==> src/rtl/iir_y_f2i_pkg.sv <==
// iir_y_f2i shared types: float field layout, constants, FSM states.
// Float layout: sign [31], exp [30:23], frac [22:0].
package iir_y_f2i_pkg;

  localparam int         EXP_BIAS    = 127;
  localparam logic [7:0] EXP_SPECIAL = 8'hFF;

  typedef struct packed {
    logic        s;
    logic [7:0]  exp;
    logic [22:0] frac;
  } f32_t;

  typedef enum logic [4:0] {
    ST_IDLE   = 5'b00001,
    ST_DECODE = 5'b00010,
    ST_SHIFT  = 5'b00100,
    ST_SIGN   = 5'b01000,
    ST_FINISH = 5'b10000
  } state_e;

endpackage

==> src/rtl/iir_y_f2i_if.sv <==
// iir_y_f2i handshake bundle: float in (VALID/ACK), integer out (VALID/ACK).
// slave = converter side, master = filter/packer side.
interface iir_y_f2i_if #(
  parameter int OUT_W = 24
);
  logic [31:0]      i_Y_DATA;
  logic             i_Y_DATA_VALID;
  logic             o_Y_ACK;
  logic [OUT_W-1:0] o_INT_DATA;
  logic             o_INT_DATA_VALID;
  logic             i_INT_ACK;

  modport slave (
    input  i_Y_DATA,
    input  i_Y_DATA_VALID,
    output o_Y_ACK,
    output o_INT_DATA,
    output o_INT_DATA_VALID,
    input  i_INT_ACK
  );

  modport master (
    output i_Y_DATA,
    output i_Y_DATA_VALID,
    input  o_Y_ACK,
    input  o_INT_DATA,
    input  o_INT_DATA_VALID,
    output i_INT_ACK
  );
endinterface

==> src/rtl/iir_y_f2i_shifter.sv <==
// f2i_shifter: one-bit-per-cycle magnitude shifter with optional guard bit.
// Ports: i_load/i_sig/i_cnt/i_left start a run; o_busy, o_done, o_mag, o_guard.
// IIR_Y_F2I_ROUND_EN keeps the last right-shifted-out bit as o_guard.
module f2i_shifter #(
  parameter int OUT_W = 24
) (
  input  logic             i_clk,
  input  logic             i_rst_n,
  input  logic             i_load,
  input  logic [23:0]      i_sig,
  input  logic [4:0]       i_cnt,
  input  logic             i_left,
  output logic             o_busy,
  output logic             o_done,
  output logic [OUT_W-1:0] o_mag,
  output logic             o_guard
);
  localparam int MAG_W = OUT_W + 25;

  logic [MAG_W-1:0] r_mag;
  logic [4:0]       r_cnt;
  logic             r_left;
  logic             r_busy;

  always_ff @(posedge i_clk or negedge i_rst_n) begin
    if (!i_rst_n) begin
      r_mag  <= '0;
      r_cnt  <= '0;
      r_left <= 1'b0;
      r_busy <= 1'b0;
    end else if (i_load) begin
      r_mag  <= MAG_W'(i_sig);
      r_cnt  <= i_cnt;
      r_left <= i_left;
      r_busy <= 1'b1;
    end else if (r_busy) begin
      if (r_cnt != 5'd0) begin
        r_mag <= r_left ? {r_mag[MAG_W-2:0], 1'b0}
                        : {1'b0, r_mag[MAG_W-1:1]};
        r_cnt <= r_cnt - 5'd1;
      end
      // count of 0 still spends one busy cycle
      if (r_cnt <= 5'd1)
        r_busy <= 1'b0;
    end
  end

`ifdef IIR_Y_F2I_ROUND_EN
  logic r_guard;

  always_ff @(posedge i_clk or negedge i_rst_n) begin
    if (!i_rst_n)
      r_guard <= 1'b0;
    else if (i_load)
      r_guard <= 1'b0;
    else if (r_busy && r_cnt != 5'd0)
      r_guard <= !r_left && r_mag[0];
  end

  assign o_guard = r_guard;
`else
  assign o_guard = 1'b0;
`endif

  assign o_busy = r_busy;
  assign o_done = (r_cnt <= 5'd1);
  assign o_mag  = r_mag[OUT_W-1:0];

endmodule

==> src/rtl/iir_y_f2i.sv <==
// iir_y_f2i: float32 -> signed OUT_W fixed point, iterative shifter.
// Ports: i_CLK, i_RSTN (async low), bus (slave: Y in, INT out).
// Macro IIR_Y_F2I_ROUND_EN: round half away from zero instead of truncate.
module iir_y_f2i
  import iir_y_f2i_pkg::*;
#(
  parameter int OUT_W     = 24,
  parameter int FRAC_BITS = 0
) (
  input logic        i_CLK,
  input logic        i_RSTN,
  iir_y_f2i_if.slave bus
);
  localparam logic [OUT_W-1:0] SAT_POS = {1'b0, {(OUT_W-1){1'b1}}};
  localparam logic [OUT_W-1:0] SAT_NEG = {1'b1, {(OUT_W-1){1'b0}}};

  state_e           r_state;
  f32_t             r_y;
  logic             r_y_ack;
  logic [OUT_W-1:0] r_int_data;
  logic             r_int_valid;

  logic [9:0]       w_e;
  logic             w_zero;
  logic             w_sat;
  logic             w_left;
  logic [4:0]       w_dist;
  logic             w_load;
  logic             w_busy;
  logic             w_done;
  logic             w_guard;
  logic [OUT_W-1:0] w_mag;
  logic [OUT_W-1:0] w_sat_val;
  logic [OUT_W:0]   w_rnd;
  logic [OUT_W-1:0] w_res;

  // two's-complement e; bit 9 is the sign
  assign w_e = 10'(r_y.exp) - 10'(EXP_BIAS) + 10'(FRAC_BITS);

  always_comb begin
    w_zero = 1'b0;
    w_sat  = 1'b0;
    if (r_y.exp == 8'd0 ||
        (r_y.exp == EXP_SPECIAL && r_y.frac != '0) ||
        w_e[9])
      w_zero = 1'b1;
    else if (r_y.exp == EXP_SPECIAL ||
             w_e >= 10'(OUT_W-1))
      w_sat = 1'b1;
  end

  assign w_left = !w_e[9] && (w_e > 10'd23);
  assign w_dist = w_left ? 5'(w_e - 10'd23)
                         : 5'(10'd23 - w_e);
  assign w_load = (r_state == ST_DECODE) &&
                  !w_zero && !w_sat;

  assign w_sat_val = r_y.s ? SAT_NEG : SAT_POS;
  assign w_rnd     = {1'b0, w_mag} +
                     {{OUT_W{1'b0}}, w_guard};

  // rounding up to 2^(OUT_W-1) clips to the sign's limit
  always_comb begin
    w_res = w_sat_val;
    if (w_rnd[OUT_W:OUT_W-1] == 2'b00)
      w_res = r_y.s ? -w_rnd[OUT_W-1:0]
                    : w_rnd[OUT_W-1:0];
  end

  f2i_shifter #(
    .OUT_W (OUT_W)
  ) u_shifter (
    .i_clk   (i_CLK),
    .i_rst_n (i_RSTN),
    .i_load  (w_load),
    .i_sig   ({1'b1, r_y.frac}),
    .i_cnt   (w_dist),
    .i_left  (w_left),
    .o_busy  (w_busy),
    .o_done  (w_done),
    .o_mag   (w_mag),
    .o_guard (w_guard)
  );

  always_ff @(posedge i_CLK or negedge i_RSTN) begin
    if (!i_RSTN) begin
      r_state     <= ST_IDLE;
      r_y         <= '0;
      r_y_ack     <= 1'b0;
      r_int_data  <= '0;
      r_int_valid <= 1'b0;
    end else begin
      r_y_ack <= 1'b0;
      unique case (r_state)
        ST_IDLE: begin
          if (bus.i_Y_DATA_VALID && !r_y_ack) begin
            r_y     <= bus.i_Y_DATA;
            r_y_ack <= 1'b1;
            r_state <= ST_DECODE;
          end
        end
        ST_DECODE: begin
          if (w_zero) begin
            r_int_data <= '0;
            r_state    <= ST_FINISH;
          end else if (w_sat) begin
            r_int_data <= w_sat_val;
            r_state    <= ST_FINISH;
          end else begin
            r_state <= ST_SHIFT;
          end
        end
        ST_SHIFT: begin
          if (w_busy && w_done)
            r_state <= ST_SIGN;
        end
        ST_SIGN: begin
          r_int_data <= w_res;
          r_state    <= ST_FINISH;
        end
        ST_FINISH: begin
          if (!r_int_valid) begin
            r_int_valid <= 1'b1;
          end else if (bus.i_INT_ACK) begin
            r_int_valid <= 1'b0;
            r_state     <= ST_IDLE;
          end
        end
        default: r_state <= ST_IDLE;
      endcase
    end
  end

  assign bus.o_Y_ACK          = r_y_ack;
  assign bus.o_INT_DATA       = r_int_data;
  assign bus.o_INT_DATA_VALID = r_int_valid;

endmodule

==> src/flat_wrapper.sv <==
// flat-port wrapper written by rule: the top's interface ports become plain ports
module iir_y_f2i_flat import iir_y_f2i_pkg::*;
#(
  parameter int OUT_W     = 24,
  parameter int FRAC_BITS = 0
)
  (i_CLK, i_RSTN, bus_i_Y_DATA, bus_i_Y_DATA_VALID, bus_o_Y_ACK, bus_o_INT_DATA, bus_o_INT_DATA_VALID, bus_i_INT_ACK);
  iir_y_f2i_if #(.OUT_W(OUT_W)) bus_i ();
  input logic i_CLK;
  input logic i_RSTN;
  input wire logic [$bits(bus_i.i_Y_DATA)-1:0] bus_i_Y_DATA;
  input wire logic [$bits(bus_i.i_Y_DATA_VALID)-1:0] bus_i_Y_DATA_VALID;
  output wire logic [$bits(bus_i.o_Y_ACK)-1:0] bus_o_Y_ACK;
  output wire logic [$bits(bus_i.o_INT_DATA)-1:0] bus_o_INT_DATA;
  output wire logic [$bits(bus_i.o_INT_DATA_VALID)-1:0] bus_o_INT_DATA_VALID;
  input wire logic [$bits(bus_i.i_INT_ACK)-1:0] bus_i_INT_ACK;
  assign bus_i.i_Y_DATA = bus_i_Y_DATA;
  assign bus_i.i_Y_DATA_VALID = bus_i_Y_DATA_VALID;
  assign bus_o_Y_ACK = bus_i.o_Y_ACK;
  assign bus_o_INT_DATA = bus_i.o_INT_DATA;
  assign bus_o_INT_DATA_VALID = bus_i.o_INT_DATA_VALID;
  assign bus_i.i_INT_ACK = bus_i_INT_ACK;
  iir_y_f2i #(.OUT_W(OUT_W), .FRAC_BITS(FRAC_BITS)) u_core (.i_CLK(i_CLK), .i_RSTN(i_RSTN), .bus(bus_i));
endmodule
==> config.mk <==
export PLATFORM = sky130hd
export DESIGN_NAME = iir_y_f2i_flat
export DESIGN_NICKNAME = d
export VERILOG_FILES = /design/src/rtl/iir_y_f2i_pkg.sv /design/src/rtl/iir_y_f2i_if.sv /design/src/rtl/iir_y_f2i_shifter.sv /design/src/rtl/iir_y_f2i.sv /design/src/flat_wrapper.sv
export SDC_FILE = /design/constraint.sdc
export NUM_CORES = 1
export LEC_CHECK = 0
export ABC_CLOCK_PERIOD_IN_PS = 2700
export BUFFER_PORTS_ARGS = -buffer_cell sky130_fd_sc_hd__buf_4
export CAP_MARGIN = 40
export CORE_UTILIZATION = 51
export CTS_CLUSTER_SIZE = 12
export DETAILED_ROUTE_END_ITERATION = 10
export PLACE_DENSITY = 0.78
export SYNTH_ARGS = -nofsm -noshare
export SYNTH_HDL_FRONTEND = slang
export SYNTH_SLANG_ARGS = --single-unit
==> constraint.sdc <==
create_clock -name i_CLK -period 2.7 [get_ports i_CLK]
set_input_delay 0.27 -clock i_CLK [delete_from_list [all_inputs] [get_ports i_CLK]]
set_output_delay 0.27 -clock i_CLK [all_outputs]
set_load 0.01 [all_outputs]
==> results of run 1 <==
[logic make-up (layout without fill, tap and decap cells)]
group	after synthesis	in the layout	synth area share (%)
muxes	80	80	12.25
AOI/OAI and AO/OA	167	167	16.01
buffers and inverters	76	139	5.060
adders and majority gates	8	8	1.472
xor gates and xnor gates	8	8	1.030
DFF	119	119	43.81
and+or+nand+nor	301	301	20.37
[cell type report]
cell class	count	area share, %
Multi-Input combinational cell	564	43.04
Tap cell	172	2.647
Timing Repair Buffer	97	9.897
Clock buffer	22	5.710
Inverter	11	0.5079
Clock inverter	9	1.539
Sequential cell	119	36.66
[stage by stage]
stage / hold slack [ns] / worst slack, ns / std cells / instance area, µm² / util (%)
6_report: 0.03763 / 0.07994 / 994 / 8129 / 63.39
5_1_grt: 0.04028 / 0.01051 / 994 / 8129 / 63.39
4_1_cts: 0.02856 / 0.01568 / 993 / 8115 / 63.28
3_5_place_dp: 0.4087 / 0.04113 / 961 / 7516 / 58.60
3_3_place_gp: 0.4051 / 0.1666 / 960 / 7488 / 58.39
2_1_floorplan: -0.02559 / 0.1768 / 759 / 6800 / -
[what timing repair did]
item                                    4_1_cts  5_1_grt
gates resized for setup                       0        2
hold buffers                                  1        0
buffers inserted                              0        1
endpoints found under the hold margin        58        0
endpoints found under the setup margin        0       51
[worst max path at each step]
stage,slack [ns],depth (start not counted),end
floorplan,0.18,10,u_core.bus.o_INT_DATA[18]$_DFFE_PN0P_
global placement,0.17,8,u_core.bus.o_INT_DATA[3]$_DFFE_PN0P_
detailed placement,0.04,8,u_core.bus.o_INT_DATA[2]$_DFFE_PN0P_
CTS,0.02,8,u_core.bus.o_INT_DATA[1]$_DFFE_PN0P_
global route,0.01,8,u_core.bus.o_INT_DATA[5]$_DFFE_PN0P_
finish,0.08,8,u_core.bus.o_INT_DATA[1]$_DFFE_PN0P_
[placed cells by master, fill, tap and decap left out, drive strengths merged, types with 6 or more instances in the layout]
cell    synthesis  final
nand2         157    157
dfrtp         118    118
buf            23     96
o21ai          64     64
nor2           58     58
mux2i          54     54
a211oi         30     30
mux2           26     26
clkbuf         42     22
a21oi          18     18
nor2b          12     12
nor4           12     12
nor3           11     11
inv            10     10
o211ai          9      9
nand4           9      9
nand3           8      8
ha              8      8
nand2b          7      7
xnor2           7      7
nand3b          6      6
or3             6      6
[layer usage]
| layer | GRT usage (%) | wire (µm) |
|---|---|---|
| met1 | 29.33 | 6754 |
| met2 | 44.12 | 8390 |
| met3 | 5.233 | 657 |
| met4 | 10.26 | 371 |
| met5 | 0 | 0 |
[flip-flops by register name, summed over array words and instances, names as in the netlist]
register	count
u_core.bus.o_INT_DATA	24
u_core.bus.o_INT_DATA_VALID	1
u_core.bus.o_Y_ACK	1
u_core.r_state	5
u_core.r_y	32
u_core.u_shifter.o_busy	1
u_core.u_shifter.r_cnt	5
u_core.u_shifter.r_left	1
u_core.u_shifter.r_mag	49
[report_power, final]
group          total [mW]  leakage, nW  internal [mW]  switching (mW)
Combinational        4.12         1.65           1.95            2.17
Sequential           3.34         1.55           2.49           0.842
Clock                2.28        0.286           1.49           0.793
[tightest hold or removal path, stage by stage]
cell and delay (ns):
buf_4 0.08, nand2_1 0.04, nand2_1 0.04
==> flow_metrics.env, run 1 <==
export IMPL_fin_skew_ns=0.007436
export IMPL_grt_pass1_vias=5753
export IMPL_ff2ff_path_depth=8
export IMPL_rrSetupSlack_ns=0.08
export IMPL_max_stage_delay_ns=0.41
export IMPL_cts_path_max_buffers=2
export IMPL_drv_slew=0
export IMPL_ys_warnings_count=0
export IMPL_synth_cell_types=67
export IMPL_synth_area_per_cell_um2=8.960
export IMPL_fin_nets=854
export IMPL_peakVddDrop_uv=569.6
export IMPL_finalCriticalPeriod_ns=2.620
export IMPL_worstSkewPairLatency_ns=0.42
export IMPL_multi_input_area_um2=3498
export IMPL_cts_made_buffers=17
export IMPL_grt_max_degree=62
export IMPL_portBuffers=61
export IMPL_worst_slew_pin_slew_ns=0.8340
export IMPL_dieHeight_um=117.5
export IMPL_cp_arrival_ns=2.92
export IMPL_yosysTopAreaCell="dfrtp_1"
export IMPL_groute_usage_overall_pct=24.92
export IMPL_worstHoldStart="bus_i_Y_DATA[22]"
export IMPL_drive_gt1_share_pct=17.76
export IMPL_crit_family="multiplexers"
export IMPL_drc_errors=0
export IMPL_hold_class="in -> reg"
export IMPL_p_leak_nw=3.485
export IMPL_ys_flop_type="dfrtp_1"
export IMPL_cts_sinks=119
export IMPL_max_freq_ghz=0.3817
export IMPL_critical_path_startpoint_type="register"
export IMPL_core_um2=12820
export IMPL_synthArstFlopShare_pct=100.0
export IMPL_drt_iter0_drc=426
export IMPL_antenna_found_initial=0
export IMPL_drt_wl_total_um=16170
export IMPL_crit_path_max_fanout=25
export IMPL_vias=5769
export IMPL_die_w_um=117.5
export IMPL_grt_overflow_total=0
export IMPL_r2r_end="u_core.bus.o_INT_DATA[1]$_DFFE_PN0P_"
export IMPL_r2r_start="u_core.r_y[24]$_DFFE_PN0P_"
export IMPL_antenna_left=0
export IMPL_fillers=1079
export IMPL_rsz0062_at_grt="false"
export IMPL_whs_endpoint="u_core.r_y[22]$_DFFE_PN0P_"
export IMPL_cts_htree_levels=4
export IMPL_finalSetupTns_ns=0
export IMPL_initial_core_util_pct=53.02
export IMPL_ys_seq_area_share_pct=43.81
export IMPL_netlist_instances=759
export IMPL_synth_area_um2=6800
export IMPL_yosys_area_top_type_share_pct=43.42
export IMPL_max_cap_viol_count=0
export IMPL_vias_per_cell=5.804
export IMPL_syn_to_final_growth_pct=19.54
export IMPL_gp_routability_congestion=0.9083
export IMPL_rows=41
export IMPL_crit_buf_inv=1
export IMPL_cts_tree="yes"
export IMPL_syn_nets=803
export IMPL_crit_path_cell_trace="ha_1 > nand4_1 > mux2_2 > or3_1 > a211oi_4 > a21o_1 > buf_12 > mux2_2"
export IMPL_root_buffer="clkbuf_16"
export IMPL_max_slew_margin_pct=44.40
export IMPL_hpwl_um=10930
export IMPL_ys_top_cells_by_area="dfrtp_1 43%, nand2_1 8.7%, mux2i_1 7.9%, o21ai_0 4.7%, nor2_1 3.2%"
export IMPL_setup_viol=0
export IMPL_ys_ff_latch=119
export IMPL_ios=62
export IMPL_wire_per_inst_um=16.27
export IMPL_power_density_nw_per_um2=1197
export IMPL_synth_common_cells="157 x nand2_1, 118 x dfrtp_1, 64 x o21ai_0"
export IMPL_crit_slowest_cell="dfrtp_1"
export IMPL_hold_depth=3
export IMPL_p_total_mw=9.734
export IMPL_synth_edf_count=0
export IMPL_fp_dieArea_um2=13800
export IMPL_synth_most_common_cell="nand2_1"
export IMPL_critPathLaunch="u_core.r_y[24]$_DFFE_PN0P_"
export IMPL_grt_pass1_wl_um=27700
export IMPL_period_share_pct=97.04
export IMPL_path_class="reg -> reg"
export IMPL_critPathCaptureType="register"
export IMPL_first_pass_iters=5
export IMPL_cts_clk_slew_worst_paths_ns=0.06
export IMPL_worstPathRequired_ns=3.00
export IMPL_outcome="complete, no violations"
export IMPL_diodes=0
export IMPL_timing_hold_violations_final=0
export IMPL_seqCellArea_um2=2980
export IMPL_cpMostUsedCell="mux2_2"
Power figures use the tool's default switching activity.
==> inputs of run 2 (changes only) <==
--- a/config.mk
+++ b/config.mk
@@ -8,10 +8,12 @@
 export ABC_CLOCK_PERIOD_IN_PS = 2700
 export BUFFER_PORTS_ARGS = -buffer_cell sky130_fd_sc_hd__buf_4
 export CAP_MARGIN = 40
+export CORE_MARGIN = 10
 export CORE_UTILIZATION = 51
 export CTS_CLUSTER_SIZE = 12
 export DETAILED_ROUTE_END_ITERATION = 10
 export PLACE_DENSITY = 0.78
+export RECOVER_POWER = 25
 export SYNTH_ARGS = -nofsm -noshare
 export SYNTH_HDL_FRONTEND = slang
 export SYNTH_SLANG_ARGS = --single-unit
==> flow_metrics.env, run 2 (synthesis gave the netlist of run 1 again) <==
export IMPL_grt_pass1_wl_um=27410
export IMPL_die_w_um=135.5
export IMPL_hpwl_um=11520
export IMPL_fp_dieArea_um2=18350
export IMPL_cts_path_max_buffers=2
export IMPL_finalCriticalPeriod_ns=2.593
export IMPL_max_freq_ghz=0.3857
export IMPL_dp_cells=969
export IMPL_max_cap_viol_count=1
export IMPL_critical_path_startpoint_type="register"
export IMPL_rows=42
export IMPL_grt_overflow_total=0
export IMPL_antenna_found_initial=0
export IMPL_groute_usage_overall_pct=18.34
export IMPL_cts_clk_slew_worst_paths_ns=0.05
export IMPL_initial_core_util_pct=51.76
export IMPL_fin_nets=858
export IMPL_cts_made_buffers=17
export IMPL_cp_arrival_ns=2.89
export IMPL_fin_skew_ns=0.006497
export IMPL_whs_ns=0.03774
export IMPL_finish_utilization_pct=61.91
export IMPL_first_pass_iters=6
export IMPL_failed_checks="max-capacitance violations, max-slew violations"
export IMPL_peakVddDrop_uv=714.2
export IMPL_cts_sinks=119
export IMPL_syn_to_final_growth_pct=19.61
export IMPL_drt_iter0_drc=472
export IMPL_grt_max_degree=50
export IMPL_power_density_nw_per_um2=1187
export IMPL_gp_routability_congestion=0.8621
export IMPL_period_share_pct=96.03
export IMPL_p_leak_nw=3.476
export IMPL_final_cell_mix="157 x nand2_1, 117 x dfrtp_1, 93 x buf_4"
export IMPL_path_class="reg -> reg"
export IMPL_critPathCaptureType="register"
export IMPL_finalSetupTns_ns=0
export IMPL_antenna_left=0
export IMPL_drc_errors=0
export IMPL_timing_hold_violations_final=0
export IMPL_worstSkewPairLatency_ns=0.42
export IMPL_core_um2=13140
export IMPL_grt_pass1_vias=5622
export IMPL_hold_class="in -> reg"
export IMPL_largest_reg_flops=49
export IMPL_worst_slew_pin_slew_ns=1.711
export IMPL_wire_per_inst_um=16.24
export IMPL_final_common_cell="nand2_1"
export IMPL_dieHeight_um=135.5
export IMPL_cts_htree_levels=4
export IMPL_setup_viol=0
export IMPL_vias_per_cell=5.723
export IMPL_regMostFlops="u_core.u_shifter.r_mag"
export IMPL_portBuffers=61
export IMPL_vias=5740
export IMPL_cts_tree="yes"
export IMPL_drv_slew=31
export IMPL_drive_gt1_share_pct=18.38
export IMPL_fin_cells=1003
export IMPL_rsz0062_at_grt="false"
export IMPL_crit_path_max_fanout=25
export IMPL_fillers=1109
export IMPL_worstPathRequired_ns=3.00
export IMPL_drt_wl_total_um=16290
export IMPL_root_buffer="clkbuf_16"
export IMPL_ios=62
export IMPL_outcome="complete, but fails checks"
export IMPL_max_slew_margin_pct=-14.05
export IMPL_diodes=0
-- run 2: path summary, 6_finish.rpt --
path                       cells past startpoint  slack (ns)                                   from                                    end
max reg2reg                                    8        0.11             u_core.r_y[24]$_DFFE_PN0P_   u_core.bus.o_INT_DATA[0]$_DFFE_PN0P_
min in group asynchronous                      2        0.84                                 i_RSTN              u_core.r_y[8]$_DFFE_PN0P_
max in group asynchronous                      4        0.59                                 i_RSTN   u_core.bus.o_INT_DATA[1]$_DFFE_PN0P_
max                                            8        0.11             u_core.r_y[24]$_DFFE_PN0P_   u_core.bus.o_INT_DATA[0]$_DFFE_PN0P_
min                                            3        0.04                       bus_i_Y_DATA[20]             u_core.r_y[20]$_DFFE_PN0P_
min reg2reg                                    1        0.50  u_core.bus.o_INT_DATA[17]$_DFFE_PN0P_  u_core.bus.o_INT_DATA[17]$_DFFE_PN0P_
-- run 2: metal layers --
metal	global-route usage, %	wire length [µm]
met5	0	0
met4	6.519	361
met3	4.822	666
met2	31.55	8373
met1	21.58	6890
-- run 2: metrics by stage --
stage                     worst slack, ns  instance area, µm²  total power, mW
after floorplan                    0.1768                6800            5.966
after global placement             0.1782                7478            7.199
after detailed placement          0.02991                7526            7.441
after CTS                         0.01801                8117            9.692
after global routing              0.03081                8134            10.38
final                              0.1072                8134            9.656
-- run 2: layout make-up --
type / instances / area (µm²) / share of cell area [%]
inverters: 11 / 41.29 / 0.5076
clock buffers: 17 / 425.4 / 5.230
multi-input cells: 564 / 3498 / 43.01
clock inverters: 15 / 155.1 / 1.907
flip-flops and latches: 119 / 2980 / 36.64
repair buffers: 101 / 813.3 / 9.998
well taps: 176 / 220.2 / 2.707
-- run 2: timing repair --
action / CTS / global route
gates resized for setup: 0 / 5
hold buffers: 1 / 0
hold endpoints to repair: 28 / 0
endpoints found under the setup margin: 0 / 55
buffers inserted: 0 / 1
-- run 2: worst max-delay path, cell delays in order (launching register included) --
cell and delay, ns:
dfrtp_1 0.41, ha_1 0.26, nand4_1 0.13, mux2_2 0.36, or3_1 0.36, a211oi_4 0.24
a21o_1 0.15, buf_12 0.18, mux2_2 0.35
-- run 2: power by group --
part | total (mW) | internal (mW) | switching, mW
combinational | 4.20 | 1.95 | 2.24
sequential | 3.26 | 2.50 | 0.762
clock | 2.20 | 1.36 | 0.848
